$ cat src/rtl/store_align_buf_pkg.sv
// Shared types and constants for the store alignment buffer.
//   be_byte/be_half/be_word : store width codes driven by the MEM stage
//   sb_beop_rsvd            : reserved width code, always raises AdES
//   sb_entry_t              : one buffered, already-aligned store
package store_align_buf_pkg;

  localparam int unsigned addr_w = 32;
  localparam int unsigned data_w = 32;
  localparam int unsigned be_w   = 4;

  typedef enum logic [1:0] {
    be_byte      = 2'b00,
    be_half      = 2'b01,
    be_word      = 2'b10,
    sb_beop_rsvd = 2'b11
  } beop_e;

  typedef struct packed {
    logic [addr_w-3:0] waddr;
    logic [data_w-1:0] wdata;
    logic [be_w-1:0]   be;
  } sb_entry_t;

endpackage

$ cat src/rtl/store_align_buf_if.sv
// Store/load request and data-memory drain bus of the store alignment buffer.
//   st_*  : MEM-stage store request (valid/ready) and AdES flag
//   ld_*  : MEM-stage load probe and stall indication
//   mem_* : head-of-buffer drain toward the data memory (valid/ready)
// master = pipeline/memory side, slave = the buffer.
interface store_align_buf_if;
  import store_align_buf_pkg::*;

  logic              st_valid;
  logic              st_ready;
  logic [addr_w-1:0] st_addr;
  logic [data_w-1:0] st_data;
  logic [1:0]        st_beop;
  logic              st_exc;
  logic              ld_valid;
  logic [addr_w-1:0] ld_addr;
  logic              ld_conflict;
  logic              mem_valid;
  logic              mem_ready;
  logic [addr_w-1:0] mem_addr;
  logic [data_w-1:0] mem_wdata;
  logic [be_w-1:0]   mem_be;

  modport master (
    output st_valid, st_addr, st_data, st_beop, ld_valid, ld_addr, mem_ready,
    input  st_ready, st_exc, ld_conflict, mem_valid, mem_addr, mem_wdata, mem_be
  );

  modport slave (
    input  st_valid, st_addr, st_data, st_beop, ld_valid, ld_addr, mem_ready,
    output st_ready, st_exc, ld_conflict, mem_valid, mem_addr, mem_wdata, mem_be
  );

endinterface

$ cat src/rtl/store_be_gen.sv
// Combinational store aligner: byte-enable generation, lane replication and
// misalignment / reserved-width detection.
//   addr_lo : store address bits [1:0]
//   beop    : width code
//   data    : rt value, data in the low bits
//   be      : byte enables, bit k = lane k
//   wdata   : data replicated across the lanes
//   bad     : misaligned or reserved width (AdES cause)
module store_be_gen
  import store_align_buf_pkg::*;
(
  input  logic [1:0]        addr_lo,
  input  beop_e             beop,
  input  logic [data_w-1:0] data,
  output logic [be_w-1:0]   be,
  output logic [data_w-1:0] wdata,
  output logic              bad
);

  always_comb begin
    be    = '0;
    wdata = '0;
    bad   = 1'b0;
    case (beop)
      be_byte: begin
        be    = be_w'(4'b0001 << addr_lo);
        wdata = {4{data[7:0]}};
      end
      be_half: begin
        bad   = addr_lo[0];
        be    = addr_lo[1] ? 4'b1100 : 4'b0011;
        wdata = {2{data[15:0]}};
      end
      be_word: begin
        bad   = (addr_lo != 2'b00);
        be    = 4'b1111;
        wdata = data;
      end
      default: bad = 1'b1;
    endcase
  end

endmodule

$ cat src/rtl/store_align_buf.sv
// Store alignment buffer: aligns MEM-stage stores, flags AdES, queues them in a
// DEPTH-entry FIFO and drains the head to the data memory.
//   clk, reset : clock, asynchronous active-high reset
//   bus        : store_align_buf_if.slave (store request, load probe, DM drain)
//   empty      : no buffered stores
//   count      : occupancy, 0..DEPTH
// Optional: define SB_LOAD_CHECK_EN to stall loads only on a word-address hit
// against a buffered store; otherwise any load stalls until the buffer is empty.
module store_align_buf
  import store_align_buf_pkg::*;
#(
  parameter int unsigned DEPTH = 4
) (
  input  logic                         clk,
  input  logic                         reset,
  store_align_buf_if.slave             bus,
  output logic                         empty,
  output logic [$clog2(DEPTH+1)-1:0]   count
);

  localparam int unsigned ptr_w = $clog2(DEPTH);
  localparam int unsigned cnt_w = $clog2(DEPTH+1);

  sb_entry_t         ent_q [DEPTH];
  sb_entry_t         head;
  logic [ptr_w-1:0]  wr_ptr;
  logic [ptr_w-1:0]  rd_ptr;
  logic [cnt_w-1:0]  cnt_q;
  logic [be_w-1:0]   be_c;
  logic [data_w-1:0] wdata_c;
  logic              bad_c;
  logic              full;
  logic              push;
  logic              pop;

  store_be_gen u_be_gen (
    .addr_lo (bus.st_addr[1:0]),
    .beop    (beop_e'(bus.st_beop)),
    .data    (bus.st_data),
    .be      (be_c),
    .wdata   (wdata_c),
    .bad     (bad_c)
  );

  // Status comes straight from the occupancy register, so reset clears it at once.
  assign full  = (cnt_q == cnt_w'(DEPTH));
  assign empty = (cnt_q == '0);
  assign count = cnt_q;

  // No full-bypass: a pop in the same cycle does not open a slot for the store.
  assign bus.st_ready = !full;
  assign bus.st_exc   = bus.st_valid & bad_c;
  assign push         = bus.st_valid & !full & !bad_c;
  assign pop          = bus.mem_valid & bus.mem_ready;

  // Drain side reads the registered head entry; it holds while stalled.
  assign head          = ent_q[rd_ptr];
  assign bus.mem_valid = !empty;
  assign bus.mem_addr  = {head.waddr, 2'b00};
  assign bus.mem_wdata = head.wdata;
  assign bus.mem_be    = head.be;

  // FIFO storage, pointers (wrap modulo DEPTH) and occupancy.
  always_ff @(posedge clk or posedge reset) begin
    if (reset) begin
      for (int i = 0; i < int'(DEPTH); i++) begin
        ent_q[i] <= '0;
      end
      wr_ptr <= '0;
      rd_ptr <= '0;
      cnt_q  <= '0;
    end else begin
      if (push) begin
        ent_q[wr_ptr] <= '{waddr: bus.st_addr[addr_w-1:2], wdata: wdata_c, be: be_c};
        wr_ptr        <= wr_ptr + ptr_w'(1);
      end
      if (pop) begin
        rd_ptr <= rd_ptr + ptr_w'(1);
      end
      case ({push, pop})
        2'b10:   cnt_q <= cnt_q + cnt_w'(1);
        2'b01:   cnt_q <= cnt_q - cnt_w'(1);
        default: cnt_q <= cnt_q;
      endcase
    end
  end

`ifdef SB_LOAD_CHECK_EN
  logic             hit;
  logic [ptr_w-1:0] idx;
  logic             unused_ld_lo;

  // Compare the load word address against occupied entries only (offsets below count).
  always_comb begin
    hit = 1'b0;
    idx = '0;
    for (int unsigned k = 0; k < DEPTH; k++) begin
      idx = rd_ptr + ptr_w'(k);
      if ((cnt_w'(k) < cnt_q) && (ent_q[idx].waddr == bus.ld_addr[addr_w-1:2])) begin
        hit = 1'b1;
      end
    end
  end

  assign bus.ld_conflict = bus.ld_valid & hit;
  assign unused_ld_lo    = ^bus.ld_addr[1:0];
`else
  logic unused_ld_addr;

  // Without address compare, any buffered store blocks the load.
  assign bus.ld_conflict = bus.ld_valid & !empty;
  assign unused_ld_addr  = ^bus.ld_addr;
`endif

endmodule

$ cat src/flat_wrapper.sv
// flat-port wrapper written by rule: the top's interface ports become plain ports
module store_align_buf_flat import store_align_buf_pkg::*;
#(
  parameter int unsigned DEPTH = 4
)
  (clk, reset, empty, count, bus_st_valid, bus_st_addr, bus_st_data, bus_st_beop, bus_ld_valid, bus_ld_addr, bus_mem_ready, bus_st_ready, bus_st_exc, bus_ld_conflict, bus_mem_valid, bus_mem_addr, bus_mem_wdata, bus_mem_be);
  store_align_buf_if bus_i ();
  input  logic clk;
  input  logic reset;
  output logic empty;
  output logic [$clog2(DEPTH+1)-1:0] count;
  input wire logic [$bits(bus_i.st_valid)-1:0] bus_st_valid;
  input wire logic [$bits(bus_i.st_addr)-1:0] bus_st_addr;
  input wire logic [$bits(bus_i.st_data)-1:0] bus_st_data;
  input wire logic [$bits(bus_i.st_beop)-1:0] bus_st_beop;
  input wire logic [$bits(bus_i.ld_valid)-1:0] bus_ld_valid;
  input wire logic [$bits(bus_i.ld_addr)-1:0] bus_ld_addr;
  input wire logic [$bits(bus_i.mem_ready)-1:0] bus_mem_ready;
  output wire logic [$bits(bus_i.st_ready)-1:0] bus_st_ready;
  output wire logic [$bits(bus_i.st_exc)-1:0] bus_st_exc;
  output wire logic [$bits(bus_i.ld_conflict)-1:0] bus_ld_conflict;
  output wire logic [$bits(bus_i.mem_valid)-1:0] bus_mem_valid;
  output wire logic [$bits(bus_i.mem_addr)-1:0] bus_mem_addr;
  output wire logic [$bits(bus_i.mem_wdata)-1:0] bus_mem_wdata;
  output wire logic [$bits(bus_i.mem_be)-1:0] bus_mem_be;
  assign bus_i.st_valid = bus_st_valid;
  assign bus_i.st_addr = bus_st_addr;
  assign bus_i.st_data = bus_st_data;
  assign bus_i.st_beop = bus_st_beop;
  assign bus_i.ld_valid = bus_ld_valid;
  assign bus_i.ld_addr = bus_ld_addr;
  assign bus_i.mem_ready = bus_mem_ready;
  assign bus_st_ready = bus_i.st_ready;
  assign bus_st_exc = bus_i.st_exc;
  assign bus_ld_conflict = bus_i.ld_conflict;
  assign bus_mem_valid = bus_i.mem_valid;
  assign bus_mem_addr = bus_i.mem_addr;
  assign bus_mem_wdata = bus_i.mem_wdata;
  assign bus_mem_be = bus_i.mem_be;
  store_align_buf #(.DEPTH(DEPTH)) u_core (.clk(clk), .reset(reset), .bus(bus_i), .empty(empty), .count(count));
endmodule
$ cat config.mk
export PLATFORM = sky130hd
export DESIGN_NAME = store_align_buf_flat
export DESIGN_NICKNAME = d
export VERILOG_FILES = /design/src/rtl/store_align_buf_pkg.sv /design/src/rtl/store_align_buf_if.sv /design/src/rtl/store_be_gen.sv /design/src/rtl/store_align_buf.sv /design/src/flat_wrapper.sv
export SDC_FILE = /design/constraint.sdc
export NUM_CORES = 1
export LEC_CHECK = 0
export CORE_ASPECT_RATIO = 0.8
export CORE_MARGIN = 2
export CORE_UTILIZATION = 41
export DETAILED_ROUTE_END_ITERATION = 12
export PLACE_DENSITY = 0.72
export SLEW_MARGIN = 0
export SYNTH_ARGS = -nofsm -noshare
export SYNTH_HDL_FRONTEND = slang
export SYNTH_SLANG_ARGS = --single-unit
$ cat constraint.sdc
create_clock -name clk -period 10.1 [get_ports clk]
set_input_delay 1.515 -clock clk [delete_from_list [all_inputs] [get_ports clk]]
set_output_delay 1.515 -clock clk [all_outputs]
set_load 0.01 [all_outputs]
### After elaboration in Yosys (flattened, before gate mapping)

Cells that the tools add are included.

| operators by class | value |
|---|---|
| add/sub/neg operators | 4 |
| magnitude comparators | 3 |
| equal/unequal tests | 5 |
| shifts and indexed selects | 1 |
| muxes and demuxes | 11 |
| bitwise gates (word level) | 7 |
| reduce and logical (&&, ||, !) cells | 8 |

Operators with widths:

| cell | count |
|---|---|
| $bwmux 264 | 1 |
| $mux 66 | 3 |
| $bmux 66 s2 | 1 |
| $demux 66 s2 | 1 |
| $pmux 32 s3 | 1 |
| $pmux 4 s3 | 1 |
| $ge 3x3->1 const B | 2 |
| $not 2->3 | 2 |
| $pmux 3 s2 | 1 |
| $and 1x1->1 | 5 |
| $add 2x1->2 const B | 2 |
| $eq 2x1->1 const B | 2 |
| $eq 2x2->1 const B | 2 |
| $mux 4 | 1 |
| $reduce_bool 2->1 | 2 |
| $shl 1x2->4 const A | 1 |
| $add 3x1->3 const B | 1 |
| $eq 3x3->1 const B | 1 |
| $logic_not 1->1 | 3 |
| $logic_not 3->1 | 1 |
| $lt 3x1->1 const B | 1 |
| $pmux 1 s3 | 1 |
| $sub 3x1->3 const B | 1 |
| $logic_not 2->1 | 1 |
| $logic_and 1x1->1 | 1 |

| storage, ports and cells | value |
|---|---|
| register bits after elaboration | 271 |
| input bits | 103 |
| output and inout bits | 76 |
| word-level logic and storage cells | 54 |

### Depth between registers and ports, before layout

Gate-level depths: netlist of the first run.

| logic depth | value |
|---|---|
| word-level depth | 6 |
| mapped depth | 9 |
| gate-level depth less buffers | 8 |

### Modules after synthesis

A second synthesis of the first run with hierarchy kept.

| unflattened totals | value |
|---|---|
| cells, all modules | 770 |
| area, all modules | 13,007.5 um^2 |

By module, submodules not included:

| module | instances | cells an instance | area each (um^2) |
|---|---|---|---|
| store_align_buf | 1 | 683 | 12,508.2 |
| store_be_gen | 1 | 87 | 499.2 |

### Worst setup path before layout of the first run

Ideal clock, no wire load.

| timing | value |
|---|---|
| path kind | in2out |
| start point | in bus_st_beop[0] |
| end point | out bus_st_exc |
| arrival | 1.938 ns |
| slack | 6.647 ns |
| stages on the path | 2 |
| buffers on the path | 0 |
| cell sequence | nor3_4 > nor3b_1 |

| on the way | value |
|---|---|
| longest elaborated chain between the ends | 3 |
| elaborated cells between the ends (all ways) | 5 |

Ends and longest elaborated chain:

| element | line | text |
|---|---|---|
| start, declared | flat_wrapper.sv:15 | `input wire logic [$bits(bus_i.st_beop)-1:0] bus_st_beop;` |
| $eq 2x2->1 (tied with other cells) | store_be_gen.sv:24 | `case (beop)` |
| $pmux 1 s3 * | store_be_gen.sv:24 |  |
| $and 1x1->1 * | store_align_buf.sv:52 | `assign bus.st_exc = bus.st_valid & bad_c;` |
| end, declared | flat_wrapper.sv:20 | `output wire logic [$bits(bus_i.st_exc)-1:0] bus_st_exc;` |

Mark *: on every way between the ends. The rest lies on a longest branch, timed or not.

### Worst setup path after layout of the first run

Same ends and word-level chain as after synthesis.

==> results of run 1 <==
state kept, by name (all words and copies together) (netlist names):
register / count
u_core.ent_q: 264
u_core.rd_ptr: 2
u_core.wr_ptr: 2
u_core.count: 3
metrics by stage:
step                      instances  worst slack (ps)  power (mW)  hold slack [ps]  instance area (sq um)
after floorplan                 920              1120        3.10              445                  12200
after global placement         1384              5220        3.87              457                  13800
after detailed placement       1384              5220        3.93              466                  13800
after CTS                      1436              5160        5.04              479                  14800
after global routing           1436              5050        5.30              502                  14800
final                          1436              5240        4.97              474                  14800
area by class of cell:
class | instances | share of cell area
flip-flops and latches | 271 | 0.458
multi-input cells | 571 | 0.338
repair buffers | 157 | 0.104
clock buffers | 41 | 0.0574
well taps | 377 | 0.0318
clock inverters | 11 | 0.00853
inverters | 8 | 0.00253
cells in the mapped netlist (5+ instances only):
master and number:
buf_4 5, buf_6 7, dfrtp_1 271, mux2_4 52, nor2b_1 10, ha_1 5, a21oi_1 25, mux2i_1 9
nand2_1 154, clkbuf_1 10, buf_2 47, inv_1 8, o21ai_0 148, nor2_1 11, mux2_2 69, mux4_2 66
power by group:
group          switching [mW]  total (mW)  internal (mW)
registers               0.315        1.91           1.59
clock network           0.436        1.07          0.638
logic                   0.776        1.98           1.21
metal layers:
| layer | track usage | wire length (um) |
|---|---|---|
| met1 | 0.257 | 12500 |
| met4 | 0.0404 | 512 |
| met3 | 0.0322 | 1310 |
| met5 | 0 | 0 |
| met2 | 0.288 | 12700 |
worst reg2reg max path: stages (launching register included):
cell and delay [ps]:
dfrtp_1 410, or3b_1 600, o2111ai_4 550, buf_4 850, mux2_4 400
cells by family (layout without fill, tap and decap cells):
family	count (synthesis)	count (layout)	share of synthesized area
adders and majority gates	6	6	0.00679
AOI/OAI and AO/OA	180	180	0.0781
buffers and inverters	78	217	0.0349
muxes	196	196	0.258
and+or+nand+nor	181	181	0.0603
other	1	2	0.000308
DFF	271	271	0.558
xor gates and xnor gates	6	6	0.00432
worst max-delay path by stage:
stage | startpoint | end | slack (ps) | cells past startpoint
2_1_floorplan | reset | u_core.count[0]$_DFFE_PP0P_ | 1120 | 1
3_3_place_gp | bus_st_beop[0] | bus_st_exc | 5220 | 5
3_5_place_dp | bus_st_beop[0] | bus_st_exc | 5220 | 5
4_1_cts | u_core.rd_ptr[1]$_DFFE_PP0P_ | bus_mem_wdata[29] | 5160 | 3
5_1_grt | u_core.rd_ptr[1]$_DFFE_PP0P_ | bus_mem_wdata[29] | 5050 | 3
6_report | bus_st_beop[0] | bus_st_exc | 5240 | 5
placed cells by master, fill, tap and decap left out, types with 2 or more instances in the layout:
cell type	count
inv_1	7
buf_4	13
clkdlybuf4s50_1	144
clkbuf_1	4
a21oi_1	25
clkinv_2	3
xnor2_1	3
mux2_2	69
clkbuf_16	29
o21ai_0	148
nand2_1	154
ha_1	5
and2_1	2
dfrtp_4	2
mux2_4	52
nor2b_1	10
mux2i_1	9
clkinvlp_4	3
o2111ai_4	4
xor2_1	3
bufinv_16	2
inv_8	2
clkbuf_8	8
conb_1	2
dfrtp_1	269
nor2_1	11
mux4_2	66
==> impl_metrics.tcl, run 1 <==
set metrics [dict create \
    ctsHoldBuffers 0 \
    finalCritPeriodShare 0.481 \
    drc_errors 0 \
    regToRegStartpoint "u_core.count[1]$_DFFE_PP0P_" \
    start_util 0.416 \
    cp-start-kind "input port" \
    ff_latch_area_sq_um 6790 \
    hpwl_mm 17.0 \
    row_count 56 \
    nets 1147 \
    io_pins 179 \
    die_w_um 197 \
    synth_ff_type "dfrtp_1" \
    path_max_fanout 14 \
    rsz0062_at_grt "no" \
    leakage_nw 6.54 \
    wl_mm 26.9 \
    synth_seq_area_share 0.558 \
    critical_path_required_ps 8590 \
    reg2reg_depth 4 \
    io_buffers 144 \
    antenna_cells 0 \
    ys_ff_latch 271 \
    critPathKind "in -> out" \
    crit_slowest_cell "clkdlybuf4s50_1" \
    cts_root_buffer "clkbuf_16" \
    numClockSinks 271 \
    antenna_left 0 \
    p_per_area_nw_per_um2 335 \
    cp-end-kind "output port" \
    peakVddDrop_v 0.000155 \
    multi_input_area_sq_um 5000 \
    reg2reg_slack_ps 7160 \
    hold_viol 0 \
    gp_congestion 0.825 \
    area_delta_synth_final_pct 21.9 \
    cts_tree "built" \
    synth_edf_count 0 \
    crit_path_frequent_cell "clkdlybuf4s50_1" \
    slowest_delay_ps 600 \
    syn_area_sq_um 12200 \
    slew_viol_final 0 \
    clk_pin_slew_ps 60 \
    r2r_end "u_core.ent_q[181]$_DFFE_PP0P_" \
    relSlewSlack 0.264 \
    finalSetupViolCount 0 \
    clockBufferDepth 3 \
    grt_pass1_wl_mm 43.8 \
    period_minus_slack_ps 4860 \
    tightest_slew_ps 1100 \
    fill_cells 2492 \
    hold_path_class "reg -> reg" \
    crit_buf_inv 3 \
    coreArea_sq_um 29200 \
    first_pass_iters 4 \
    worstHoldStart "u_core.ent_q[88]$_DFFE_PP0P_" \
    min_to "u_core.ent_q[88]$_DFFE_PP0P_" \
    numCtsBuffers 29 \
    yosysTopAreaCell "dfrtp_1" \
    cap_violations 0 \
    synth_warnings 0 \
    grt_pass1_vias 7740 \
    drive_above_1_share 0.243 \
    async_reset_ff_frac 1.00 \
    synth_cell_types 30 \
    synth.area.top_cells "dfrtp_1, mux4_2, mux2_4" \
    fin_setup_tns_ps 0 \
    cts_htree_levels 1 \
    wl_per_cell_um 18.8 \
    track_usage 0.179 \
    dieHeight_um 158 \
    crit_path_cell_trace "clkdlybuf4s50_1 > buf_4 > a21oi_2 > nor3b_1 > clkdlybuf4s50_1" \
    fin_util 0.507 \
    drt-initial-drc-count 422 \
    grt_overflow_total 0 \
    grt_max_degree 114 \
    critPathArrivalTime_ps 3350 \
    die_area_sq_um 31100 \
    avgSynthCellArea_sq_um 13.2 \
    via_count 7458 \
    cts_resized 0 \
    antenna_found_initial 0 \
    skew_ps 12.5 \
    cp_top_family "buffers and inverters" \
    whs_path_depth 2 \
    fmax_ghz 0.206 \
    insertion_delay_ps 540 \
    outcome "finished clean" \
    synth_top_area_frac 0.558 \
    syn_inst 919 \
    cts_setup_buffers 0 \
    vias_per_cell 5.19 \
]
Power figures use the tool's default switching activity.
==> run 2: changes to the inputs <==
--- a/config.mk
+++ b/config.mk
@@ -9,7 +9,7 @@
 export CORE_MARGIN = 2
 export CORE_UTILIZATION = 41
 export DETAILED_ROUTE_END_ITERATION = 12
-export PLACE_DENSITY = 0.72
+export PLACE_DENSITY = 0.75
 export SLEW_MARGIN = 0
 export SYNTH_ARGS = -nofsm -noshare
 export SYNTH_HDL_FRONTEND = slang
==> constraint.sdc (replaced) <==
create_clock -name clk -period 4.2 [get_ports clk]
set_input_delay 0.63 -clock clk [delete_from_list [all_inputs] [get_ports clk]]
set_output_delay 0.63 -clock clk [all_outputs]
set_load 0.01 [all_outputs]
==> run 2 against run 1 <==
  * First-iteration DRC count is 15% higher
  * Non-clock buffer count is 9 higher
  * Critical path type is now reg -> out
  * Worst setup slack worse by 4400 ps
  * Clock skew is 2.9 ps lower
  * Via count is 1.7% higher
  * Worst hold slack better by 1.4 ps
==> impl_metrics.tcl, run 2 (synthesis results as in run 1) <==
set metrics [dict create \
    cts_setup_buffers 0 \
    clockBufferDepth 3 \
    fin_util 0.512 \
    regToRegStartpoint "u_core.count[0]$_DFFE_PP0P_" \
    rsz0062_at_grt "no" \
    dieHeight_um 158 \
    finalCritPeriodShare 0.794 \
    antenna_cells 0 \
    crit_slowest_cell "dfrtp_4" \
    grt_pass1_vias 7866 \
    regMostFlops "u_core.ent_q" \
    via_count 7586 \
    place_ws_ps 1130 \
    wl_mm 27.4 \
    critical_path_required_ps 3570 \
    power_mw 12.1 \
    ctsHoldBuffers 0 \
    grt_overflow_total 0 \
    holdWs_ps 475 \
    drt-initial-drc-count 484 \
    die_area_sq_um 31100 \
    numCtsBuffers 28 \
    crit_path_start "u_core.rd_ptr[1]$_DFFE_PP0P_" \
    finalSetupViolCount 0 \
    antenna_found_initial 0 \
    row_count 56 \
    slowest_delay_ps 760 \
    io_pins 179 \
    antenna_left 0 \
    first_pass_iters 4 \
    fmax_ghz 0.300 \
    cts_root_buffer "clkbuf_16" \
    tightest_slew_ps 787 \
    cts_tree "built" \
    slew_viol_final 0 \
    cp-end-kind "output port" \
    vias_per_cell 5.25 \
    nets 1155 \
    cp-start-kind "flip-flop" \
    path_max_fanout 26 \
    fin_setup_tns_ps 0 \
    drive_above_1_share 0.250 \
    p_per_area_nw_per_um2 807 \
    die_w_um 197 \
    drc_errors 0 \
    io_buffers 144 \
    area_delta_synth_final_pct 23.0 \
    grt_max_degree 121 \
    skew_ps 9.68 \
    largest_reg_flops 264 \
    leakage_nw 6.61 \
    worstHoldStart "u_core.ent_q[26]$_DFFE_PP0P_" \
    cts_resized 0 \
    critPathKind "reg -> out" \
    start_util 0.416 \
    gp_congestion 0.827 \
    peakVddDrop_v 0.000350 \
    relSlewSlack 0.475 \
    outcome "finished clean" \
    final_common_cell "dfrtp_1" \
    coreArea_sq_um 29200 \
    numClockSinks 271 \
    clk_pin_slew_ps 60 \
    worst_slack_ps 866 \
    wl_per_cell_um 19.0 \
    layout_common_cells "dfrtp_1, nand2_1, o21ai_0" \
    crit_path_cell_trace "buf_12 > mux4_2 > clkdlybuf4s50_1" \
    hold_viol 0 \
    hpwl_mm 18.0 \
    hold_path_class "reg -> reg" \
    cap_violations 0 \
    insertion_delay_ps 530 \
    grt_pass1_wl_mm 44.5 \
    track_usage 0.182 \
    critPathArrivalTime_ps 2700 \
    cts_htree_levels 1 \
    period_minus_slack_ps 3330 \
]
## run 2: cell types whose count changed in the layout (fill, tap and decap cells not counted)
| cell | previous run | this run |
|---|---|---|
| inv_8 | 2 | 0 |
| clkbuf_1 | 4 | 2 |
| clkbuf_8 | 8 | 3 |
| bufinv_16 | 2 | 4 |
| inv_6 | 1 | 2 |
| buf_4 | 13 | 16 |
| clkinv_2 | 3 | 8 |
| buf_12 | 0 | 6 |
## run 2: worst paths after layout
kind                                            endpoint  slack (ps)  depth (start not counted)
setup / recovery                        bus_mem_wdata[8]         870                          3
hold / removal              u_core.ent_q[26]$_DFFE_PP0P_         480                          2
setup reg to reg             u_core.count[2]$_DFFE_PP0P_        1710                          8
max in group asynchronous   u_core.rd_ptr[1]$_DFFE_PP0P_        2580                          3
min in group asynchronous  u_core.ent_q[142]$_DFFE_PP0P_         510                          2
hold reg to reg             u_core.ent_q[26]$_DFFE_PP0P_         480                          2
## run 2: critical path: cells and delay by family (launching register included)
kind | cells | cell delay [ps]
DFF | 1 | 760
muxes | 1 | 580
buffers and inverters | 2 | 800
## run 2: through the flow
step | cell area (sq um) | instances
floorplan | 12200 | 920
global placement | 14000 | 1393
detailed placement | 14000 | 1393
CTS | 15000 | 1444
global route | 15000 | 1444
finish | 15000 | 1444
## run 2: report_power, final
group	internal (mW)	leakage, nW	switching (mW)	total, mW
combinational	2.96	2.75	1.88	4.84
sequential	3.83	3.38	0.795	4.63
clock	1.56	0.483	1.04	2.60
## run 2: layer usage
layer	global-route usage	share of wire
met1	0.265	0.47
met4	0.0473	0.024
met2	0.287	0.46
met5	0	0
met3	0.0307	0.040
## run 2: cell type report
cell class / count / area, sq um
clock buffers: 34 / 774
clock inverters: 17 / 201
fillers: 2408 / 14300
inverters: 8 / 33.8
multi-input cells: 571 / 5000
flip-flops and latches: 271 / 6790
well taps: 377 / 472
repair buffers: 166 / 1680
